[config.mk]
export PLATFORM = sky130hd
export DESIGN_NAME = dht11_uart_report
export DESIGN_NICKNAME = d
export VERILOG_FILES = /design/src/rtl/dht11_pkg.sv /design/src/rtl/dht11_uart_report_uart_tx_byte.sv /design/src/rtl/dht11_uart_report.sv
export SDC_FILE = /design/constraint.sdc
export NUM_CORES = 1
export LEC_CHECK = 0
export ABC_AREA = 1
export CORE_MARGIN = 10
export CORE_UTILIZATION = 50
export CTS_BUF_LIST = sky130_fd_sc_hd__clkbuf_16
export DETAILED_ROUTE_END_ITERATION = 10
export PLACE_DENSITY = 0.72
export SYNTH_ARGS = -nofsm -noshare
export SYNTH_HDL_FRONTEND = slang
export SYNTH_SLANG_ARGS = --single-unit
[constraint.sdc]
create_clock -name clk_115200hz -period 5.83 [get_ports clk_115200hz]
set_input_delay 1.166 -clock clk_115200hz [delete_from_list [all_inputs] [get_ports clk_115200hz]]
set_output_delay 1.166 -clock clk_115200hz [all_outputs]
set_load 0.01 [all_outputs]
[src/rtl/dht11_pkg.sv]
// dht11_pkg
//   Shared definitions for the DHT11 report path: FSM state encoding,
//   status byte bit positions, the default packet header and the packet
//   lengths for the integer-only and fractional report formats.
package dht11_pkg;

    typedef enum logic [1:0] {
        ST_IDLE  = 2'd0,
        ST_CHECK = 2'd1,
        ST_SEND  = 2'd2
    } state_e;

    localparam int STAT_CKS_BIT    = 0;
    localparam int STAT_SENSOR_BIT = 1;
    localparam int STAT_OVR_BIT    = 7;

    localparam logic [7:0] HEADER_DEFAULT = 8'hA5;

    localparam int PKT_LEN_BASE = 4;
    localparam int PKT_LEN_FRAC = 6;

    // 8-bit wrapping sum of the four payload bytes of a frame.
    function automatic logic [7:0] frame_sum(input logic [39:0] f);
        return f[39:32] + f[31:24] + f[23:16] + f[15:8];
    endfunction

endpackage

[src/rtl/dht11_uart_report_uart_tx_byte.sv]
// uart_tx_byte
//   10-cycle 8N1 byte shifter, one bit per clock.
//   Ports:
//     clk_115200hz  bit clock
//     reset         asynchronous, active-high; line returns to idle high
//     load          start a byte on this edge (start bit driven from it)
//     data          byte to send, LSB first
//     done          line is free after this cycle (idle, or stop bit on line);
//                   a load issued while done is high gives back-to-back bytes
//     tx            serial output, idle high
module uart_tx_byte (
    input  logic       clk_115200hz,
    input  logic       reset,
    input  logic       load,
    input  logic [7:0] data,
    output logic       done,
    output logic       tx
);

    // cnt_q is the bit on the line: 0 start, 1..8 data, 9 stop
    logic       active_q, active_d;
    logic [3:0] cnt_q, cnt_d;
    logic [7:0] shreg_q, shreg_d;
    logic       tx_q, tx_d;

    always_comb begin
        active_d = active_q;
        cnt_d    = cnt_q;
        shreg_d  = shreg_q;
        tx_d     = tx_q;
        if (load) begin
            active_d = 1'b1;
            cnt_d    = 4'd0;
            shreg_d  = data;
            tx_d     = 1'b0;
        end else if (active_q) begin
            if (cnt_q == 4'd9) begin
                active_d = 1'b0;
                tx_d     = 1'b1;
            end else begin
                cnt_d = cnt_q + 4'd1;
                if (cnt_q < 4'd8) begin
                    tx_d    = shreg_q[0];
                    shreg_d = {1'b0, shreg_q[7:1]};
                end else begin
                    tx_d = 1'b1;
                end
            end
        end
    end

    always_ff @(posedge clk_115200hz or posedge reset) begin
        if (reset) begin
            active_q <= 1'b0;
            cnt_q    <= 4'd0;
            tx_q     <= 1'b1;
        end else begin
            active_q <= active_d;
            cnt_q    <= cnt_d;
            tx_q     <= tx_d;
        end
    end

    always_ff @(posedge clk_115200hz) begin
        shreg_q <= shreg_d;
    end

    assign done = !active_q || (cnt_q == 4'd9);
    assign tx   = tx_q;

endmodule

[src/rtl/dht11_uart_report.sv]
// dht11_uart_report
//   Accepts one 40-bit DHT11 frame per handshake, verifies its checksum and
//   sends a report packet (HEADER, status, humidity, temperature) as 8N1
//   UART at one bit per clock.
//   Build option: define DHT11_FRAC_EN to send the 6-byte packet that also
//   carries the fractional humidity/temperature bytes.
//   Ports:
//     clk_115200hz  bit clock
//     reset         asynchronous, active-high
//     frame_valid   frame offered this cycle
//     frame         {hum_int, hum_frac, temp_int, temp_frac, checksum}
//     sensor_err    receiver error for the offered frame
//     frame_ready   idle, frame accepted when frame_valid && frame_ready
//     busy          packet in progress (!frame_ready)
//     checksum_err  checksum result of the last accepted frame
//     uart_tx       serial line, idle high
module dht11_uart_report
    import dht11_pkg::*;
#(
    parameter logic [7:0] HEADER = HEADER_DEFAULT
) (
    input  logic        clk_115200hz,
    input  logic        reset,
    input  logic        frame_valid,
    input  logic [39:0] frame,
    input  logic        sensor_err,
    output logic        frame_ready,
    output logic        busy,
    output logic        checksum_err,
    output logic        uart_tx
);

`ifdef DHT11_FRAC_EN
    localparam int PKT_LEN = PKT_LEN_FRAC;
`else
    localparam int PKT_LEN = PKT_LEN_BASE;
`endif
    localparam logic [2:0] LAST_IDX = 3'(PKT_LEN);

    state_e      state_q, state_d;
    logic [39:0] frame_q, frame_d;
    logic        sensor_err_q, sensor_err_d;
    logic [7:0]  status_q, status_d;
    logic        checksum_err_q, checksum_err_d;
    logic        overrun_q, overrun_d;
    logic [2:0]  byte_idx_q, byte_idx_d;

    logic        tx_load;
    logic        tx_done;
    logic [7:0]  tx_byte;
    logic        cks_bad;
    logic [7:0]  hum_int, hum_frac, temp_int, temp_frac;

    assign cks_bad = (frame_sum(frame_q) != frame_q[7:0]);

    // A sensor error blanks every measurement byte.
    assign hum_int   = sensor_err_q ? 8'h00 : frame_q[39:32];
    assign hum_frac  = sensor_err_q ? 8'h00 : frame_q[31:24];
    assign temp_int  = sensor_err_q ? 8'h00 : frame_q[23:16];
    assign temp_frac = sensor_err_q ? 8'h00 : frame_q[15:8];

    always_comb begin
        tx_byte = 8'hFF;
        case (byte_idx_q)
            3'd0: tx_byte = HEADER;
            3'd1: tx_byte = status_q;
`ifdef DHT11_FRAC_EN
            3'd2: tx_byte = hum_int;
            3'd3: tx_byte = hum_frac;
            3'd4: tx_byte = temp_int;
            3'd5: tx_byte = temp_frac;
`else
            3'd2: tx_byte = hum_int;
            3'd3: tx_byte = temp_int;
`endif
            default: tx_byte = 8'hFF;
        endcase
    end

    always_comb begin
        state_d        = state_q;
        frame_d        = frame_q;
        sensor_err_d   = sensor_err_q;
        status_d       = status_q;
        checksum_err_d = checksum_err_q;
        overrun_d      = overrun_q;
        byte_idx_d     = byte_idx_q;
        tx_load        = 1'b0;

        case (state_q)
            ST_IDLE: begin
                if (frame_valid) begin
                    frame_d      = frame;
                    sensor_err_d = sensor_err;
                    state_d      = ST_CHECK;
                end
            end
            ST_CHECK: begin
                checksum_err_d                = cks_bad;
                status_d                      = 8'h00;
                status_d[STAT_CKS_BIT]        = cks_bad && !sensor_err_q;
                status_d[STAT_SENSOR_BIT]     = sensor_err_q;
                status_d[STAT_OVR_BIT]        = overrun_q;
                overrun_d                     = 1'b0;
                byte_idx_d                    = 3'd0;
                state_d                       = ST_SEND;
            end
            ST_SEND: begin
                // byte_idx_q counts bytes already handed to the shifter
                if (tx_done) begin
                    if (byte_idx_q == LAST_IDX) begin
                        state_d = ST_IDLE;
                    end else begin
                        tx_load    = 1'b1;
                        byte_idx_d = byte_idx_q + 3'd1;
                    end
                end
            end
            default: state_d = ST_IDLE;
        endcase

        // A drop on the CHECK edge belongs to the next packet, so set wins.
        if (frame_valid && (state_q != ST_IDLE)) begin
            overrun_d = 1'b1;
        end
    end

    always_ff @(posedge clk_115200hz or posedge reset) begin
        if (reset) begin
            state_q        <= ST_IDLE;
            checksum_err_q <= 1'b0;
            overrun_q      <= 1'b0;
            byte_idx_q     <= 3'd0;
        end else begin
            state_q        <= state_d;
            checksum_err_q <= checksum_err_d;
            overrun_q      <= overrun_d;
            byte_idx_q     <= byte_idx_d;
        end
    end

    always_ff @(posedge clk_115200hz) begin
        frame_q      <= frame_d;
        sensor_err_q <= sensor_err_d;
        status_q     <= status_d;
    end

    uart_tx_byte u_tx (
        .clk_115200hz (clk_115200hz),
        .reset        (reset),
        .load         (tx_load),
        .data         (tx_byte),
        .done         (tx_done),
        .tx           (uart_tx)
    );

    assign frame_ready  = (state_q == ST_IDLE);
    assign busy         = !frame_ready;
    assign checksum_err = checksum_err_q;

endmodule

==> flow_summary.toml, run 1 <==
[die]
die-area_um2 = 10100
row_count = 29
ios = 48
core_um2 = 6350
start_util_pct = 51.3
die_w_um = 101
die_h_um = 101

[timing]
post-route-min-period_ns = 3.26
finalCritPeriodShare_pct = 55.8
setup-violations-final = 0
timing.final.ws_setup_ns = 2.57
tns_ns = 0
clock_skew_ns = 0.00605
slew_violations = 0
rsz0062_at_grt = "no"
tightestPinTransition_ns = 1.09
holdWs_ns = 0.451
hold_violations = 0
maxSlewHeadroom_pct = 26.7
fmax_ghz = 0.307

[place]
place_congestion = 0.837
port_buffers = 47
dpl.hpwl_um = 4800
dp_slack_ns = 2.58
dpl_cell_area_um2 = 3810

[cts]
cts-resized-gates = 0
cts_tree = "done"
cts_buffers = 9
cts.sinks = 65
clkLatencyLatePin_ns = 0.33
post-cts-setup-buffers = 0
cts_max_path_buffers = 2
path_clk_slew_ns = 0.05
htreeDepth = 3
root_buffer = "clkbuf_16"
ctsHoldBuffers = 0

[worst_setup_path]
cp.required_ns = 5.91
cp-start-kind = "flop"
crit_type = "reg2reg"
end_kind = "flop"
cp.arrival_ns = 3.34
critPathMaxFanout = 3

[finish]
seq_area_um2 = 1890
drive_gt1_share_pct = 5.83
fillers = 481
insertedDiodeCount = 0
multiInputGateArea_um2 = 1180
final_util_pct = 64.5
area_growth_pct = 25.8
stdcell_area_um2 = 4100
nets = 427

[synthesis]
synth_area_um2 = 3260
ys_ff_latch = 65
yosysSeqAreaShare_pct = 58.0
syn_avg_cell_area_um2 = 10.9
netlist-cell-type-count = 24
synth_fp_nets = 371
synthCells = 299
ys_warn_count = 0

[routing]
post-route-drc-count = 0
num_vias = 2225
drt-initial-drc-count = 118
wl_um = 6120
drt_pass1_iterations = 4
drtAntennaViolNets = 0
drt-wirelength-per-cell_um = 14.0
viasPerCell = 5.09

[pwr]
power-per-cell-area_nw_per_um2 = 521
power.leakage_nw = 1.74
irDropWorstVdd_v = 0.000306

[grt]
track_usage_pct = 13.1
grt_pass1_vias = 2286
antenna_found_initial = 0
grt_max_degree = 42
overflow = 0
grt_pass1_wl_um = 10500

[flow_run]
drv_cap = 0

[status]
outcome = "completed"

[min_path]
hp-class = "reg2reg"
[synth_stat cells]
library cell | instances | area (um^2)
o21ai_0 | 9 | 45.0
clkbuf_1 | 1 | 3.75
inv_2 | 1 | 3.75
a22oi_1 | 1 | 7.51
dfrtp_1 | 12 | 300
xnor2_1 | 2 | 17.5
a31oi_1 | 10 | 62.6
nand3_1 | 16 | 80.1
nand3b_1 | 4 | 30.0
and2_1 | 1 | 6.26
a21oi_1 | 8 | 40.0
nand2_1 | 71 | 267
nor3_1 | 1 | 5.00
edfxtp_1 | 52 | 1560
o22ai_1 | 4 | 25.0
ha_1 | 14 | 175
nor2_1 | 20 | 75.1
buf_6 | 1 | 11.3
fa_1 | 14 | 280
or2_1 | 1 | 6.26
nand2_2 | 2 | 12.5
nand4_1 | 6 | 37.5
dfstp_2 | 1 | 26.3
inv_1 | 47 | 176
[layout make-up]
class / count / share of cell area (%)
Multi-Input combinational cell: 184 / 28.8
Clock buffer: 9 / 5.50
Tap cell: 77 / 2.35
Sequential cell: 65 / 46.1
Clock inverter: 7 / 1.34
Inverter: 48 / 4.40
Timing Repair Buffer: 47 / 11.5
[metrics by stage]
stage          total power [mW]  std cells
6_report                   2.13        437
5_1_grt                    2.32        437
4_1_cts                    2.15        437
3_5_place_dp               1.65        421
3_3_place_gp               1.61        421
2_1_floorplan              1.41        299
[where the power goes]
part	switching, mW	internal [mW]
Clock	0.202	0.291
Combinational	0.540	0.356
Sequential	0.0687	0.675
[critical path: stages (launching register included)]
cell      delay, ns
edfxtp_1       0.40
fa_1           0.54
inv_1          0.05
fa_1           0.50
inv_1          0.04
ha_1           0.23
fa_1           0.42
inv_1          0.10
nand2_1        0.07
nand3b_1       0.09
nand2_1        0.07
nor2_1         0.12
nand3_1        0.09
nor2_1         0.08
nand3_1        0.08
and2_1         0.14
[per-layer routing]
metal / part of all wire, % / wire length, um / up-vias / global-route usage [%]
li1: - / - / 1111 / -
met1: 43 / 2650 / 1045 / 15.2
met2: 49 / 2990 / 57 / 21.3
met3: 5.7 / 346 / 12 / 4.60
met4: 2.2 / 133 / 0 / 5.98
met5: 0 / 0 / - / 0
[cell usage in the layout, fill, tap and decap left out, drive strengths merged]
| cell type | n |
|---|---|
| xnor2 | 2 |
| a21oi | 8 |
| nand2 | 73 |
| ha | 14 |
| o22ai | 4 |
| a31oi | 10 |
| clkbuf | 9 |
| fa | 14 |
| inv | 50 |
| clkdlybuf4s50 | 47 |
| clkinvlp | 2 |
| nand3b | 4 |
| nand3 | 16 |
| nand4 | 6 |
| edfxtp | 52 |
| and2 | 1 |
| o21ai | 9 |
| dfstp | 1 |
| dfrtp | 12 |
| nor2 | 20 |
| clkinv | 3 |
| a22oi | 1 |
| or2 | 1 |
| nor3 | 1 |
[path summary, 6_finish.rpt]
| path | depth (start not counted) | endpoint | start | slack (ns) |
|---|---|---|---|---|
| max reg2reg | 15 | status_q[0] | frame_q[9] | 2.57 |
| max | 15 | status_q[0] | frame_q[9] | 2.57 |
| max in group asynchronous | 2 | u_tx.tx | reset | 4.32 |
| min reg2reg | 0 | status_q[1] | sensor_err_q | 0.45 |
| min | 0 | status_q[1] | sensor_err_q | 0.45 |
| min in group asynchronous | 2 | u_tx.cnt_q[2] | reset | 1.16 |
[sequential cells by signal, indices dropped and copies added (netlist names), 2 cells and up]
| name | count |
|---|---|
| u_tx.shreg_q | 8 |
| u_tx.cnt_q | 4 |
| byte_idx_q | 3 |
| status_q | 3 |
| frame_q | 40 |
| state_q | 2 |
[cells by family after synthesis]
group	count (synthesis)	synth area share (%)
AO/OA/AOI/OAI	32	5.53
XOR/XNOR	2	0.538
adder cells (fa/ha/maj)	28	14.0
buffers and inverters	50	6.00
flip-flops	65	58.0
AND/OR/NAND/NOR	122	15.9
(Power assumes the default switching activity.)
==> inputs of run 2 (changes only) <==
==> constraint.sdc (replaced) <==
create_clock -name clk_115200hz -period 3.1 [get_ports clk_115200hz]
set_input_delay 0.62 -clock clk_115200hz [delete_from_list [all_inputs] [get_ports clk_115200hz]]
set_output_delay 0.62 -clock clk_115200hz [all_outputs]
set_load 0.01 [all_outputs]
==> run 2 against run 1 <==
Against the previous run: the run now ends with setup timing left; combinational power is 110% higher; non-clock buffer count grew 7; register-to-register slack lost 2.8 ns; power up 98%; largest power group unchanged; highest routed layer unchanged.
==> flow_summary.toml, run 2 (same netlist as run 1, synthesis figures left out) <==
[finish]
largest_registers = "frame_q: 40 flops, u_tx.shreg_q: 8 flops, u_tx.cnt_q: 4 flops"
largest_reg_flops = 40
layout.cells.most_common_list = "70 x nand2_1, 52 x edfxtp_1, 48 x inv_1"
area_growth_pct = 28.9
drive_gt1_share_pct = 9.26
largest-register = "frame_q"
final_common_cell = "nand2_1"
final_util_pct = 66.1
insertedDiodeCount = 0
nets = 434

[timing]
finalCritPeriodShare_pct = 107
rsz0062_at_grt = "yes"
tightestPinTransition_ns = 0.503
timing.final.ws_setup_ns = -0.231
hold_violations = 0
post-route-min-period_ns = 3.33
setup-violations-final = 2
slew_violations = 0
fmax_ghz = 0.300
tns_ns = -0.416
clock_skew_ns = 0.00648
maxSlewHeadroom_pct = 66.5

[status]
outcome = "finished, violations left"
violations = "setup timing"

[pwr]
power-per-cell-area_nw_per_um2 = 1010
irDropWorstVdd_v = 0.000729
totalPowerFinal_mw = 4.23
power.leakage_nw = 1.80

[worst_setup_path]
cp-endpoint = "status_q[0]"
critPathMaxFanout = 2
cp.arrival_ns = 3.41
reg2reg_from = "frame_q[9]"
path_buf_inv = 2
path_cells = "fa_1 > inv_1 > fa_1 > inv_2 > ha_4 > fa_2 > xnor2_2 > nand3_2 > nor2_2 > nand3_2 > nor2_2 > nand3_1 > and2_1"
cp-start-kind = "flop"
critical_path.max_stage_delay_ns = 0.58
cp_num_cells = 13
reg2reg_to = "status_q[0]"
crit_type = "reg2reg"
rr_worst_depth = 13
end_kind = "flop"
setup.worst_path.start = "frame_q[9]"
cpLargestDelayFamily = "adder cells"
cp.required_ns = 3.18
crit_slowest_cell = "fa_2"
reg2reg_slack_ns = -0.23

[cts]
cts_tree = "done"
cts_buffers = 9
path_clk_slew_ns = 0.05
htreeDepth = 3
cts_max_path_buffers = 2
root_buffer = "clkbuf_16"
clkLatencyLatePin_ns = 0.33
cts.sinks = 65

[die]
row_count = 29
die-area_um2 = 10100
core_um2 = 6350
die_w_um = 101
die_h_um = 101
start_util_pct = 51.3
ios = 48

[grt]
gr-usage-met2_pct = 22.4
track_usage_pct = 13.6
antenna_found_initial = 0
grt_pass1_vias = 2359
overflow = 0
use_met3_pct = 4.53
busiest_layer = "met2"
grt_pass1_wl_um = 10800
grt_max_degree = 42
met1_usage_pct = 15.9

[routing]
viasPerCell = 5.15
drt_pass1_iterations = 4
drt-initial-drc-count = 134
drtAntennaViolNets = 0
wl_um = 6540
num_vias = 2287
drt-wirelength-per-cell_um = 14.7
post-route-drc-count = 0

[min_path]
hp-class = "reg2reg"

[place]
place_congestion = 0.856
dpl.hpwl_um = 4920
port_buffers = 47

[flow_run]
drv_cap = 0
==> run 2: worst min-delay path by stage <==
stage / startpoint / cells past startpoint / endpoint
after CTS: sensor_err_q / 0 / status_q[1]
after global routing: overrun_q / 0 / status_q[7]
final: overrun_q / 0 / status_q[7]
after floorplan: overrun_q / 0 / status_q[7]
after detailed placement: sensor_err_q / 0 / status_q[1]
after global placement: overrun_q / 0 / status_q[7]
==> run 2: cell type report <==
type / instances / area (um^2)
fillers: 475 / 2150
flip-flops and latches: 65 / 1890
multi-input cells: 184 / 1220
repair buffers: 54 / 523
clock buffers: 9 / 225
inverters: 48 / 180
well taps: 77 / 96.3
clock inverters: 7 / 63.8
==> run 2: metal layers <==
layer,vias up,routed length [um]
met4,0,107
met3,9,437
met2,64,3330
met5,-,0
met1,1087,2670
li1,1127,-
==> run 2: repair_timing <==
action                                  CTS  global route
pin swaps                                 1             8
hold buffers                              0             0
cloned                                    0             0
setup buffers                             0             1
resized for setup                         1             9
endpoints found under the setup margin    2             2
==> run 2: report_power, final <==
group          switching [mW]  internal [mW]
Sequential              0.136           1.27
Clock                   0.349          0.614
Combinational            1.10          0.767
Total                    1.58           2.65
==> run 2: worst reg2reg max path, stage by stage (launching register included) <==
cell and delay (ns):
edfxtp_1 0.39, fa_1 0.55, inv_1 0.06, fa_1 0.50, inv_2 0.05, ha_4 0.17, fa_2 0.58, xnor2_2 0.13
nand3_2 0.11, nor2_2 0.13, nand3_2 0.08, nor2_2 0.10, nand3_1 0.09, and2_1 0.14
==> run 2: stage by stage <==
step | cells | hold WS [ns] | cell area [um^2] | setup WS [ns]
after CTS | 443 | 0.446 | 4150 | -0.173
after global placement | 427 | 0.433 | 3860 | -0.0541
final | 444 | 0.447 | 4200 | -0.231
after floorplan | 299 | 0.425 | 3260 | 0.0371
after detailed placement | 427 | 0.433 | 3860 | -0.139
after global routing | 444 | 0.461 | 4200 | -0.335
